File: config.mk
export PLATFORM = sky130hd
export DESIGN_NAME = lsb_mem_port
export DESIGN_NICKNAME = d
export VERILOG_FILES = /design/src/rtl/lsb_mem_port.sv
export SDC_FILE = /design/constraint.sdc
export NUM_CORES = 1
export LEC_CHECK = 0
export ABC_CLOCK_PERIOD_IN_PS = 1900
export CAP_MARGIN = 10
export CORE_MARGIN = 10
export CORE_UTILIZATION = 45
export CTS_CLUSTER_SIZE = 40
export DETAILED_ROUTE_END_ITERATION = 10
export PLACE_DENSITY = 0.86
export SLEW_MARGIN = 40
export SYNTH_ARGS = -nofsm -noshare
export SYNTH_HDL_FRONTEND = slang
export SYNTH_SLANG_ARGS = --single-unit
File: constraint.sdc
create_clock -name clk_in -period 1.9 [get_ports clk_in]
set_input_delay 0.19 -clock clk_in [delete_from_list [all_inputs] [get_ports clk_in]]
set_output_delay 0.19 -clock clk_in [all_outputs]
set_load 0.03 [all_outputs]
File: src/rtl/lsb_mem_port.sv
// ============================================================================
// lsb_mem_port
// ----------------------------------------------------------------------------
// Byte-serialising memory port for the load/store buffer. It accepts one
// byte, halfword or word access at a time and drives the byte-wide RAM one
// byte per cycle. Loads are gathered little-endian and sign- or zero-extended.
// Stores send one byte per cycle, starting with the lowest byte.
//
// Optional feature (macro IO_FULL_STALL_EN):
//   When the macro is defined, a store byte that targets the I/O region
//   (lsb_addr[17:16] == IO_BASE_HI) while io_buffer_full is high is held
//   back: lsb_valid/lsb_wr drop for that cycle and the byte is retried.
//   When the macro is not defined, io_buffer_full is ignored.
//
// Parameters:
//   IO_BASE_HI     value of addr[17:16] that selects the memory-mapped I/O region
//
// Ports:
//   clk_in         clock
//   rst_in         synchronous, active-high reset
//   req_valid      request present
//   req_ready      port idle and will accept a request this cycle
//   req_addr       byte address of the access
//   req_wr         1 = store, 0 = load
//   req_size       00 byte, 01 half, 10/11 word
//   req_signed     sign-extend the load result
//   req_wdata      store data (low bytes used)
//   flush          misprediction flush; aborts loads, ignored by stores
//   resp_valid     one-cycle completion pulse
//   resp_rdata     load result (0 for stores), held until the next response
//   lsb_valid      bus request to the memory controller
//   lsb_addr       byte address on the bus
//   lsb_wr         write strobe
//   lsb_data       write byte
//   lsb_read_data  RAM read byte, valid one cycle after its address
//   io_buffer_full UART output buffer full
// ============================================================================
module lsb_mem_port #(
   parameter logic [1:0] IO_BASE_HI = 2'b11
) (
   input  logic        clk_in,
   input  logic        rst_in,
   input  logic        req_valid,
   output logic        req_ready,
   input  logic [31:0] req_addr,
   input  logic        req_wr,
   input  logic [1:0]  req_size,
   input  logic        req_signed,
   input  logic [31:0] req_wdata,
   input  logic        flush,
   output logic        resp_valid,
   output logic [31:0] resp_rdata,
   output logic        lsb_valid,
   output logic [31:0] lsb_addr,
   output logic        lsb_wr,
   output logic [7:0]  lsb_data,
   input  logic [7:0]  lsb_read_data,
   input  logic        io_buffer_full
);

   typedef enum logic [1:0] {
      S_IDLE  = 2'd0,
      S_LOAD  = 2'd1,
      S_LWAIT = 2'd2,
      S_STORE = 2'd3
   } state_t;

   state_t      r_state,      w_state_nxt;
   logic [1:0]  r_idx,        w_idx_nxt;      // index of the byte currently on the bus
   logic [1:0]  r_last,       w_last_nxt;     // index of the final byte of the access
   logic [1:0]  r_size,       w_size_nxt;
   logic        r_signed,     w_signed_nxt;
   logic [31:0] r_wdata,      w_wdata_nxt;
   logic [23:0] r_rbuf,       w_rbuf_nxt;     // bytes 0..2 of a load; byte 3 arrives in LWAIT
   logic        r_lsb_valid,  w_lsb_valid_nxt;
   logic        r_lsb_wr,     w_lsb_wr_nxt;
   logic [31:0] r_lsb_addr,   w_lsb_addr_nxt;
   logic [7:0]  r_lsb_data,   w_lsb_data_nxt;
   logic        r_resp_valid, w_resp_valid_nxt;
   logic [31:0] r_resp_rdata, w_resp_rdata_nxt;

   logic        w_handshake;
   logic        w_stall;
   logic [31:0] w_load_result;

   // Select byte idx of a 32-bit word
   function automatic logic [7:0] pick_byte(input logic [31:0] word, input logic [1:0] idx);
      logic [7:0] b;
      case (idx)
         2'd0:    b = word[7:0];
         2'd1:    b = word[15:8];
         2'd2:    b = word[23:16];
         default: b = word[31:24];
      endcase
      return b;
   endfunction

   // Index of the last byte for a given access size
   function automatic logic [1:0] last_index(input logic [1:0] size);
      logic [1:0] l;
      case (size)
         2'b00:   l = 2'd0;
         2'b01:   l = 2'd1;
         default: l = 2'd3;
      endcase
      return l;
   endfunction

   assign req_ready   = (r_state == S_IDLE) && !rst_in && !flush;
   assign w_handshake = req_valid && req_ready;

`ifdef IO_FULL_STALL_EN
   assign w_stall = (r_state == S_STORE) && (r_lsb_addr[17:16] == IO_BASE_HI) && io_buffer_full;
`else
   logic [2:0] w_unused_io;
   assign w_unused_io = {io_buffer_full, IO_BASE_HI};
   assign w_stall     = 1'b0;
`endif

   // A stalled store byte is withdrawn from the bus for that cycle only
   assign lsb_valid  = r_lsb_valid & ~w_stall;
   assign lsb_wr     = r_lsb_wr & ~w_stall;
   assign lsb_addr   = r_lsb_addr;
   assign lsb_data   = r_lsb_data;
   assign resp_valid = r_resp_valid;
   assign resp_rdata = r_resp_rdata;

   // Assemble the final load value from the buffered bytes and the byte arriving now
   always_comb begin
      w_load_result = 32'd0;
      case (r_size)
         2'b00:   w_load_result = {{24{r_signed & lsb_read_data[7]}}, lsb_read_data};
         2'b01:   w_load_result = {{16{r_signed & lsb_read_data[7]}}, lsb_read_data, r_rbuf[7:0]};
         default: w_load_result = {lsb_read_data, r_rbuf};
      endcase
   end

   // Next-state and next-output logic for the access sequencer
   always_comb begin
      w_state_nxt      = r_state;
      w_idx_nxt        = r_idx;
      w_last_nxt       = r_last;
      w_size_nxt       = r_size;
      w_signed_nxt     = r_signed;
      w_wdata_nxt      = r_wdata;
      w_rbuf_nxt       = r_rbuf;
      w_lsb_valid_nxt  = r_lsb_valid;
      w_lsb_wr_nxt     = r_lsb_wr;
      w_lsb_addr_nxt   = r_lsb_addr;
      w_lsb_data_nxt   = r_lsb_data;
      w_resp_valid_nxt = 1'b0;
      w_resp_rdata_nxt = r_resp_rdata;

      case (r_state)
         S_IDLE: begin
            w_lsb_valid_nxt = 1'b0;
            w_lsb_wr_nxt    = 1'b0;
            if (w_handshake) begin
               w_state_nxt     = req_wr ? S_STORE : S_LOAD;
               w_idx_nxt       = 2'd0;
               w_last_nxt      = last_index(req_size);
               w_size_nxt      = req_size;
               w_signed_nxt    = req_signed;
               w_wdata_nxt     = req_wdata;
               w_rbuf_nxt      = 24'd0;
               w_lsb_valid_nxt = 1'b1;
               w_lsb_wr_nxt    = req_wr;
               w_lsb_addr_nxt  = req_addr;
               // lsb_data only changes for stores; loads leave the last write byte on it
               if (req_wr) begin
                  w_lsb_data_nxt = req_wdata[7:0];
               end else begin
                  w_lsb_data_nxt = r_lsb_data;
               end
            end else begin
               w_state_nxt = S_IDLE;
            end
         end

         S_LOAD: begin
            if (flush) begin
               w_state_nxt     = S_IDLE;
               w_lsb_valid_nxt = 1'b0;
               w_lsb_wr_nxt    = 1'b0;
            end else begin
               // The byte returning now belongs to the address issued last cycle
               case (r_idx)
                  2'd1:    w_rbuf_nxt[7:0]   = lsb_read_data;
                  2'd2:    w_rbuf_nxt[15:8]  = lsb_read_data;
                  2'd3:    w_rbuf_nxt[23:16] = lsb_read_data;
                  default: w_rbuf_nxt        = r_rbuf;
               endcase
               if (r_idx == r_last) begin
                  w_state_nxt     = S_LWAIT;
                  w_lsb_valid_nxt = 1'b0;
               end else begin
                  w_idx_nxt      = r_idx + 2'd1;
                  w_lsb_addr_nxt = r_lsb_addr + 32'd1;
               end
            end
         end

         S_LWAIT: begin
            w_state_nxt = S_IDLE;
            if (flush) begin
               w_lsb_valid_nxt = 1'b0;
            end else begin
               w_resp_valid_nxt = 1'b1;
               w_resp_rdata_nxt = w_load_result;
            end
         end

         S_STORE: begin
            if (w_stall) begin
               w_state_nxt = S_STORE;
            end else if (r_idx == r_last) begin
               w_state_nxt      = S_IDLE;
               w_lsb_valid_nxt  = 1'b0;
               w_lsb_wr_nxt     = 1'b0;
               w_resp_valid_nxt = 1'b1;
               w_resp_rdata_nxt = 32'd0;
            end else begin
               w_idx_nxt      = r_idx + 2'd1;
               w_lsb_addr_nxt = r_lsb_addr + 32'd1;
               w_lsb_data_nxt = pick_byte(r_wdata, r_idx + 2'd1);
            end
         end

         default: begin
            w_state_nxt     = S_IDLE;
            w_lsb_valid_nxt = 1'b0;
            w_lsb_wr_nxt    = 1'b0;
         end
      endcase
   end

   // State and output registers with synchronous reset
   always_ff @(posedge clk_in) begin
      if (rst_in) begin
         r_state      <= S_IDLE;
         r_idx        <= 2'd0;
         r_last       <= 2'd0;
         r_size       <= 2'd0;
         r_signed     <= 1'b0;
         r_wdata      <= 32'd0;
         r_rbuf       <= 24'd0;
         r_lsb_valid  <= 1'b0;
         r_lsb_wr     <= 1'b0;
         r_lsb_addr   <= 32'd0;
         r_lsb_data   <= 8'd0;
         r_resp_valid <= 1'b0;
         r_resp_rdata <= 32'd0;
      end else begin
         r_state      <= w_state_nxt;
         r_idx        <= w_idx_nxt;
         r_last       <= w_last_nxt;
         r_size       <= w_size_nxt;
         r_signed     <= w_signed_nxt;
         r_wdata      <= w_wdata_nxt;
         r_rbuf       <= w_rbuf_nxt;
         r_lsb_valid  <= w_lsb_valid_nxt;
         r_lsb_wr     <= w_lsb_wr_nxt;
         r_lsb_addr   <= w_lsb_addr_nxt;
         r_lsb_data   <= w_lsb_data_nxt;
         r_resp_valid <= w_resp_valid_nxt;
         r_resp_rdata <= w_resp_rdata_nxt;
      end
   end

endmodule

* Yosys cells after proc, flatten, opt, wreduce, memory -nomap -nowiden
Index checks and enable logic that the tools add are counted.
** Storage, ports and cells
- Bits in registers :: 140
** Operators by class
- Mux-type cells :: 41
- Reduce and logical (&&, ||, !) cells :: 22
- Eq/ne operators :: 23
- Add/subtract/negate cells :: 2
- Bitwise gates (word level) :: 1
** Operators with widths (number)
- two-way mux 32 bit :: 5
- case mux 32 bit (2 select lines) :: 2
- case mux 32 bit (3 select lines) :: 1
- two-way mux 24 bit :: 2
- two-way mux 8 bit :: 6
- case mux 24 bit (2 select lines) :: 1
- adder 32 x 1 -> 32 bit (second input constant) :: 1
- case mux 8 bit (3 select lines) :: 1
- two-way mux 2 bit :: 8
- != test 2 bit (second input constant) :: 8
- case mux 8 bit (2 select lines) :: 1
- AND reduction 4 bit :: 4
- == test 2 x 1 -> 1 bit (second input constant) :: 5
- == test 2 bit (second input constant) :: 5
- AND reduction 3 bit :: 3
- zero test 2 bit :: 4
- two-way mux 1 bit :: 8
- case mux 2 bit (4 select lines) :: 1
- != test 2 x 1 -> 1 bit (second input constant) :: 3
- case mux 2 bit (3 select lines) :: 1
- nonzero test 2 bit :: 3
- case mux 1 bit (4 select lines) :: 1
- case mux 2 bit (2 select lines) :: 1
- AND reduction 2 bit :: 2
- other kinds (9) :: 12

* Depth between registers and ports, before layout
- Depth in word-level cells :: 6
- Mapped depth :: 8

* Least setup slack after synthesis
No wires, ideal clock.
- Path kind :: register to register
- Start :: register r_lsb_addr[0] (netlist: lsb_addr[0])
- End :: register r_lsb_addr[30] (netlist: lsb_addr[30])
- Data arrival time :: 1.981 ns
- Setup slack :: -0.155 ns
- Path buffers :: 0
- Clock period less this slack :: 2.055 ns
- Stages on the path, launching flop included :: 7
- Required time :: 1.826 ns
- Cells stage by stage :: dfxtp_1 -> ha_1 -> nand4_1 -> nor4_4 -> nand3_1 -> or4_1 -> a31oi_1
** On the way
- Word-level cells in the longest chain between the ends :: 4
** RTL lines
- start: declaration :: line 77 : logic [31:0] r_lsb_addr, w_lsb_addr_nxt;
- start signal: assignment :: line 263 : r_lsb_addr <= w_lsb_addr_nxt;
- adder 32 x 1 -> 32 bit (*) :: line 198, 224
- two-way mux 32 bit (*) :: line 193, 216
- two-way mux 32 bit :: line 181 : if (flush) begin
- case mux 32 bit (3 select lines) (*) :: line 154 : case (r_state)
Every way passes the cells marked *; elsewhere a longest branch is shown, timed or not. The select of a mux whose other input is x is not followed.
A chain may end at the register's enable or synchronous reset.

* Final worst setup path
- Start :: register r_lsb_addr[14] (netlist: lsb_addr[14])
- End :: register r_lsb_addr[31] (netlist: lsb_addr[31])
The elaborated chain is that of the path after synthesis.

==> results.ini <==
[global_routing]
track_usage_pct=21.1
top_usage_layer=met2
grt.overflow.total=0
grt_pass1_wl_mm=34.6
grt_pass1_vias=6770
gr-usage-met2_pct=34.0
use_met1_pct=25.7
use_met3_pct=7.28
antenna_found_initial=1
grt_max_degree=140

[synth]
synth_top_family_by_area=compound AO/OA/AOI/OAI gates
synth_edf_count=0
ys_async_sr_fraction_pct=0
synthAdderAreaFrac_pct=1.36
synth-seq-cells=140
synthCells=855
ys_types=52
yosysSeqAreaShare_pct=43.5
yosysTopAreaCellShare_pct=43.5
synth_compound_area_share_pct=25.1
synth_area_leader_cell=dfxtp_1
syn_avg_cell_area_um2=7.53
synth_fp_nets=943
syn-cell-area_um2=6440
synth_top_cells_by_area=dfxtp_1 44%, nand2_1 11%, a21oi_1 10%, o21ai_0 4.4%, nand3_1 3.6%
ys.flop_type=dfxtp_1
yosys.area_share.simple_pct=24.3
synth_mux_area_share_pct=0.466
synthXorXnorAreaFrac_pct=0.272
yosysWarnings=0

[timing]
slew_headroom_pct=55.8
min_period_over_period_pct=99.3
setup_viol=0
final-hold-violation-count=0
rsz0062_at_grt=true
timing.fmax_mhz=530
maxSlewViolCount=0
min_period_ps=1890
worstMarginPinSlew_ps=663
skew_ps=8.45
fin_tns_setup_ps=0

[power]
p_leak_nw=3.26
ir_drop_v=0.000667
power.density_nw_per_um2=769

[critical_path]
cp_max_fo=8
cp.required_ps=2250
cp_slowest_cell=or4_1
path_buf_inv=0
cp_cell_sequence=nand3_1 > nor2_2 > nand4_1 > or4_1 > a31oi_1
path_delay_family=simple AND/OR/NAND/NOR gates
cp_slowest_stage_delay_ps=570
ff2ff_setup_slack_ps=10
worstSetupPathType=flip-flop to flip-flop
start_kind=flip-flop
critPathArrivalTime_ps=2240
end_kind=flip-flop

[placed_design]
port_buffers=155
place_hpwl_mm=15.0
place_congestion=0.922

[cells_and_area]
final_util_pct=66.9
n_fill_cell=1127
area_growth_pct=44.9
fin_nets=1136
drive_gt1_share_pct=13.9

[floorplanning]
num_io_pins=157
die_y_um=140
start_util_pct=46.2
die_area_um2=19500
fp-row-count=43
die_x_um=140
coreArea_um2=13900

[drt]
vias=7107
drt_pass1_iterations=6
drt_iter0_markers=693
wl_mm=21.8
wl_per_cell_um=17.5
via_per_inst=5.73
drtAntennaViolNets=0
drc=0

[clock_network]
insertion_delay_ps=430
cts_root_buffer=clkbuf_16
cts_max_path_buffers=2
cts_buffers=17
clkTransAtPathRegs_ps=60
cts_tree=yes
clock_sinks=140
cts_max_level=4
hold_buffers=0

[min_path]
hp-class=input port to flip-flop

[flow_run]
cap_violations=0

[outcome]
status=finished clean

[kinds of logic (layout without fill, tap and decap cells)]
family                   Yosys count  after routing
buffers and inverters             81            286
AO/OA/AOI/OAI                    273            273
AND/OR/NAND/NOR                  349            349
XOR/XNOR                           2              2
multiplexers                       3              3
adder cells (fa/ha/maj)            7              7
other                              0              1
flip-flops                       140            140
[routing by layer]
metal	up-vias	wire length, um
li1	3424	-
met4	0	491
met5	-	0
met2	364	10300
met3	40	2250
met1	3279	8760
[sequential cells by signal (all words and copies together), names as in the netlist, 2 cells and up]
name / count
lsb_addr: 32
lsb_data: 8
r_idx: 2
r_last: 2
r_rbuf: 24
r_size: 2
r_state: 2
r_wdata: 32
resp_rdata: 32
[cell type report]
| cell class | instances | area [um2] | share of cell area [%] |
|---|---|---|---|
| timing repair buffer | 238 | 2260 | 24.2 |
| clock inverter | 10 | 115 | 1.23 |
| tap | 180 | 225 | 2.41 |
| multi-input combinational | 634 | 3360 | 36.0 |
| antenna | 1 | 2.50 | 0.0268 |
| inverter | 17 | 63.8 | 0.684 |
| clock buffer | 21 | 480 | 5.15 |
| sequential | 140 | 2820 | 30.3 |
[synth_stat cells, types with 2 or more instances]
| master | n |
|---|---|
| nand3_1 | 46 |
| or4_1 | 5 |
| a21o_1 | 5 |
| or3_1 | 4 |
| nor2b_1 | 7 |
| dfxtp_1 | 140 |
| xor2_1 | 2 |
| mux2i_1 | 3 |
| o2bb2ai_1 | 2 |
| and3_1 | 7 |
| a221oi_1 | 8 |
| and4_1 | 3 |
| o31a_1 | 2 |
| a22o_1 | 2 |
| a31oi_1 | 15 |
| clkbuf_1 | 49 |
| nor4_4 | 2 |
| o22ai_1 | 4 |
| o21ai_0 | 57 |
| nand2_1 | 191 |
| nor3_1 | 14 |
| inv_1 | 17 |
| a21oi_1 | 130 |
| a311oi_1 | 8 |
| buf_2 | 10 |
| a22oi_1 | 5 |
| o211ai_1 | 5 |
| ha_1 | 7 |
| a222oi_1 | 8 |
| and2_1 | 3 |
| nor4_1 | 4 |
| o31ai_1 | 4 |
| a41oi_1 | 3 |
| a211oi_1 | 6 |
| buf_1 | 4 |
| nor2_1 | 46 |
| nand4_1 | 12 |
[final timing paths]
kind	startpoint	to	depth (start not counted)
hold reg to reg	resp_rdata[31]	resp_rdata[31]	2
hold / removal	rst_in	lsb_addr[14]	3
setup reg to reg	lsb_addr[14]	lsb_addr[31]	5
setup / recovery	lsb_addr[14]	lsb_addr[31]	5
[power by group]
part | switching [mW] | internal [mW] | total (mW) | leakage [nW]
Combinational | 0.414 | 0.371 | 0.785 | 1.83
Clock | 1.27 | 2.06 | 3.33 | 0.287
Sequential | 0.0534 | 3.01 | 3.06 | 1.14
Total | 1.74 | 5.44 | 7.17 | 3.26
[per-stage QoR]
stage	cell area (um2)	hold WS, ps	power (mW)	instances	setup WS (ps)
3_5_place_dp	8650	440	3.89	1204	-125
4_1_cts	9280	301	7.18	1238	10.6
6_report	9330	304	7.17	1241	14.0
3_3_place_gp	8650	436	3.88	1204	-97.2
5_1_grt	9330	315	7.38	1241	-39.7
2_1_floorplan	6460	285	3.46	855	-19.6
[worst reg2reg max path, cell delays in order (launching register included)]
cell,delay (ps)
dfxtp_2,390
nand3_1,190
nor2_2,200
nand4_1,300
or4_1,570
a31oi_1,160
[cell usage in the layout (no fill, tap or decap), types with 4 or more instances in the layout]
cell,instances
clkdlybuf4s50_1,152
clkbuf_16,17
dfxtp_1,125
dfxtp_2,14
and3_1,7
nand2_1,191
a311oi_1,8
or4_1,5
buf_4,78
nand3_1,46
a21oi_1,129
a21o_1,5
ha_1,5
o211ai_1,5
buf_12,7
a222oi_1,8
a31oi_1,15
nor2b_1,7
o21ai_0,57
nor2_1,44
or3_1,4
a22oi_1,5
o22ai_1,4
inv_1,17
nor3_1,14
a211oi_1,6
o31ai_1,4
clkbuf_8,4
a221oi_1,8
nand4_1,12
[what timing repair did]
action	4_1_cts	5_1_grt
endpoints found under the setup margin	6	21
resized for setup	2	9
pin swaps	4	4
setup buffers	3	2
(Power assumes the default switching activity.)
==> edit 1: new RTL, config.mk and constraints unchanged <==
Build with the macro `IO_FULL_STALL_EN` defined.
--- a/src/rtl/lsb_mem_port.sv
+++ b/src/rtl/lsb_mem_port.sv
@@ -35,6 +35,8 @@
 //   lsb_read_data  RAM read byte, valid one cycle after its address
 //   io_buffer_full UART output buffer full
 // ============================================================================
+`define IO_FULL_STALL_EN
+
 module lsb_mem_port #(
    parameter logic [1:0] IO_BASE_HI = 2'b11
 ) (
Behaviour: not the same (a bounded check fails within 4 cycles, from zero or initial values and one cycle with rst_in high).
==> edit 1 against the unedited design <==
The run now ends with setup timing left. Fmax shrank 2.3%. Sequential cell count is the same. Area after synthesis grew 2.5%. Total power grew 1.2%. Cell area grew 4.5%. Setup slack lost 0.045 ns. Critical endpoint is now lsb_addr[23]. Non-clock buffer count grew 8. Combinational power grew 6.0%. First-iteration DRC count grew 26%. Highest routed layer is now met5. Largest cell class unchanged. Routed wire length grew 6.1%. Utilization grew 0.38 points. Global-route usage grew 0.88 points.
==> edit 1: results (changes against the unedited design) <==
outcome: finished, violations left
failing checks: setup timing
wire per inst: 18.5 um (+5.4%)
commonest cells in the netlist: 159 x nand2_1, 140 x dfxtp_1, 120 x a21oi_1
Worst VDD drop: 0.582 mV (-13%)
Reg area: 2840 um^2 (+0.66%)
largest cells by area after synthesis: dfxtp_1 42%, a21oi_1 9.1%, nand2_1 9.0%
metal3 WL: 2320 um (+3.1%)
Cell Int Power: 5.48 mW (+0.82%)
clk cell area share: 6.14% (-0.25 points)
NumNets Final: 1139 (+0.26%)
vias in the first global route: 7074 (+4.5%)
register area share after synthesis: 42.5% (-1.1 points)
routability cong.: 0.901 (-2.3%)
synthesized cell area: 6600 um^2 (+2.5%)
Reg clk slew, reported paths: 0.06 ns (about the same)
dpl cells: 1205 (+0.083%)
ratio of cells with drive above 1 in the final layout: 16.6% (+2.7 points)
Post-Syn Nets: 939 (-0.42%)
synth unique cells: 56 (+7.7%)
fill count: 1114 (-1.2%)
Avg Inst Size Synth: 7.74 um^2 (+2.7%)
First DRT Iteration DRCs: 873 (+26%)
Worst path slowest cell: or4_4
top routing layer used: met5
CP Max Fanout: 3 (-5)
WL met2: 10700 um (+4.0%)
post-route setup slack: -0.0312 ns (-0.0451 ns)
Multi-input gate area: 3600 um^2 (+7.3%)
Critical Path AT: 2.27 ns (+0.03 ns)
DP Area: 8940 um^2 (+3.4%)
Max Cap Viol: 0 (unchanged)
WL met1: 9260 um (+5.6%)
Place WS: -0.228 ns (-0.103 ns)
drt total wl: 23100 um (+6.1%)
Antenna diodes: 0 (-1)
largest net degree at the start of global routing: 98 (-30%)
Inverters: 22 (+5)
Pleak: 3.39 nW (+4.1%)
DRT Pass-1 Iters: 8 (+2)
final setup fails: 3 (+3)
Final Cell Area: 9750 um^2 (+4.5%)
Final non-clock buffer share: 24.5% (+0.32 points)
GRT Resource Usage Total: 22.0% (+0.88 points)
Vias/cell: 5.89 (+2.8%)
Tot Pwr: 7.26 mW (+1.2%)
Setup TNS Final: -0.0549 ns (-0.0549 ns)
post-DP HPWL: 15600 um (+3.9%)
first-pass GRT wire length: 36000 um (+3.9%)
comb_multi_in: 626 (-1.3%)
edit 1: logic make-up (layout without fill, tap and decap cells):
kind of cell    after synthesis  count (layout)  synth area share [%]
flops                       140             140                  42.5
compound gates              272             272                  24.9
mux                          17              17                  2.58
simple gates                330             330                  23.6
xor+xnor                      2               2                 0.265
buf+inv                      87             300                  5.21
fa+ha+maj                     5               5                 0.948
edit 1: repair_timing:
| item | in CTS | in global routing |
|---|---|---|
| setup endpoints to repair | 6 | 16 |
| resized for setup | 7 | 21 |
| buffers inserted | 5 | 8 |
| pin swaps | 2 | 7 |
edit 1: final timing paths:
check        cells past startpoint        endpoint           start
max                              5    lsb_addr[23]    lsb_addr[16]
min                              2      resp_valid          rst_in
max reg2reg                      5    lsb_addr[23]    lsb_addr[16]
min reg2reg                      2  resp_rdata[16]  resp_rdata[16]
edit 1: per-layer routing:
layer,GRT usage (%),up-vias
met5,0,-
met4,9.73,2
met3,6.79,83
met2,34.7,418
met1,26.9,3408
li1,-,3447
==> edit 2: new RTL, config.mk and constraints unchanged <==
Without the edit above. `r_resp_rdata` no longer has a reset.
--- a/src/rtl/lsb_mem_port.sv
+++ b/src/rtl/lsb_mem_port.sv
@@ -249,7 +249,6 @@
          r_lsb_addr   <= 32'd0;
          r_lsb_data   <= 8'd0;
          r_resp_valid <= 1'b0;
-         r_resp_rdata <= 32'd0;
       end else begin
          r_state      <= w_state_nxt;
          r_idx        <= w_idx_nxt;
@@ -263,9 +262,12 @@
          r_lsb_addr   <= w_lsb_addr_nxt;
          r_lsb_data   <= w_lsb_data_nxt;
          r_resp_valid <= w_resp_valid_nxt;
-         r_resp_rdata <= w_resp_rdata_nxt;
       end
    end
 
+   always_ff @(posedge clk_in) begin
+      r_resp_rdata <= w_resp_rdata_nxt;
+   end
+
 endmodule
 
Function: differs if rst_in is asserted again (counterexample within 4 cycles, from zero or initial values and one cycle with rst_in high); with rst_in held inactive, the same outputs for 4 cycles.
==> edit 2 against the unedited design <==
Setup slack better by 0.060 ns. Global-route usage is 1.4 points lower. Area after synthesis is 1.4% higher. Routed wire length is 6.5% lower. Die area is 1.2% higher. Sequential cell count stayed put. Cell area is 0.52% lower. Total power is 4.2% higher. Critical endpoint is now lsb_addr[25].
==> edit 2: results (changes against the unedited design) <==
worst r2r dst: lsb_addr[23]
DRT Pass-1 Iters: 6 (unchanged)
worst reg-to-reg path cell count: 5 (unchanged)
clk_skew: 0.00717 ns (-0.00128 ns)
CP startpoint: lsb_addr[25]
Synth Area in Compound Gates: 22.7% (-2.4 points)
drt total wl: 20300 um (-6.5%)
CTS HTree Levels: 4 (unchanged)
outcome: completed
largest cells by area after synthesis: dfxtp_1 33%, edfxtp_1 15%, nand2_1 8.2%
post-synthesis mux area share: 2.32% (+1.9 points)
ys async rst share: 0% (unchanged)
Reg clk slew, reported paths: 0.06 ns (about the same)
Pleak: 3.37 nW (+3.5%)
reg2reg setup slack: 0.10 ns (+0.09 ns)
worst slew pin tran: 0.613 ns (-0.0505 ns)
Antenna diodes: 0 (-1)
DP Area: 8570 um^2 (-0.98%)
Hold Path Class: input port to flip-flop
HP Start: rst_in
Min Hold Slack: 0.260 ns (-0.0442 ns)
ratio of cells with drive above 1 in the final layout: 13.8% (-0.075 points)
synth warn: 0 (unchanged)
XOR/XNOR share of the synthesized area: 0.537% (+0.26 points)
crit path to: lsb_addr[25]
Vias/cell: 5.80 (+1.3%)
EDFF count, synth: 32 (+32)
largest net degree at the start of global routing: 60 (-57%)
routability cong.: 0.870 (-5.7%)
post-DP HPWL: 14300 um (-4.8%)
Post-synth top flop: dfxtp_1
Switch Pwr: 1.76 mW (+1.4%)
adder-cell share of the synthesized area: 1.34% (-0.019 points)
vias in the first global route: 6368 (-5.9%)
Avg Inst Size Synth: 8.49 um^2 (+13%)
cell family with most CP delay: buffers and inverters
First DRT Iteration DRCs: 695 (+0.29%)
Place WS: -0.0919 ns (+0.0334 ns)
Worst path slowest cell: clkdlybuf4s50_1
worst skew pair latency: 0.42 ns
register area share after synthesis: 47.8% (+4.3 points)
GRT Resource Usage Total: 19.7% (-1.4 points)
root buffer cell: clkbuf_16
Slowest Stage Delay on Critical Path: 0.74 ns (+0.17 ns)
R2R Path Start: lsb_addr[10]
initial antenna violation count: 0 (-1)
WHS Endpoint: r_idx[1]
first-pass GRT wire length: 32200 um (-6.9%)
NumNets Final: 1032 (-9.2%)
Worst VDD drop: 0.615 mV (-7.7%)
synth unique cells: 59 (+13%)
dpl cells: 1103 (-8.4%)
commonest cells in the netlist: 143 x nand2_1, 108 x dfxtp_1, 102 x a21oi_1
wire per inst: 17.9 um (+2.0%)
FMAX: 547 MHz (+3.3%)
Critical Path AT: 1.64 ns (-0.60 ns)
Post-Syn Nets: 857 (-9.1%)
edit 2: per-layer routing:
metal | part of all wire, % | track usage (%)
met5 | 0 | 0
met1 | 41 | 23.6
met3 | 9.0 | 6.09
met4 | 2.3 | 8.10
met2 | 48 | 32.1
edit 2: repair_timing:
item,CTS,global route
endpoints found under the setup margin,4,20
resized for setup,3,17
pin swaps,0,3
gates cloned,0,0
setup buffers,0,2
edit 2: power by group through the flow:
stage / sequential (mW) / combinational (mW) / clock [mW]
final: 3.19 / 0.821 / 3.46
after global routing: 3.20 / 0.884 / 3.62
after CTS: 3.19 / 0.812 / 3.49
after detailed placement: 3.25 / 0.805 / 0
after global placement: 3.25 / 0.794 / 0
after floorplan: 3.33 / 0.303 / 0
edit 2: cell type report:
class | instances | area, um^2
multi-input cells | 562 | 3220
flip-flops and latches | 140 | 3140
inverters | 9 | 38.8
well taps | 180 | 225
fillers | 1146 | 4760
repair buffers | 214 | 2030
clock buffers | 23 | 488
clock inverters | 9 | 135
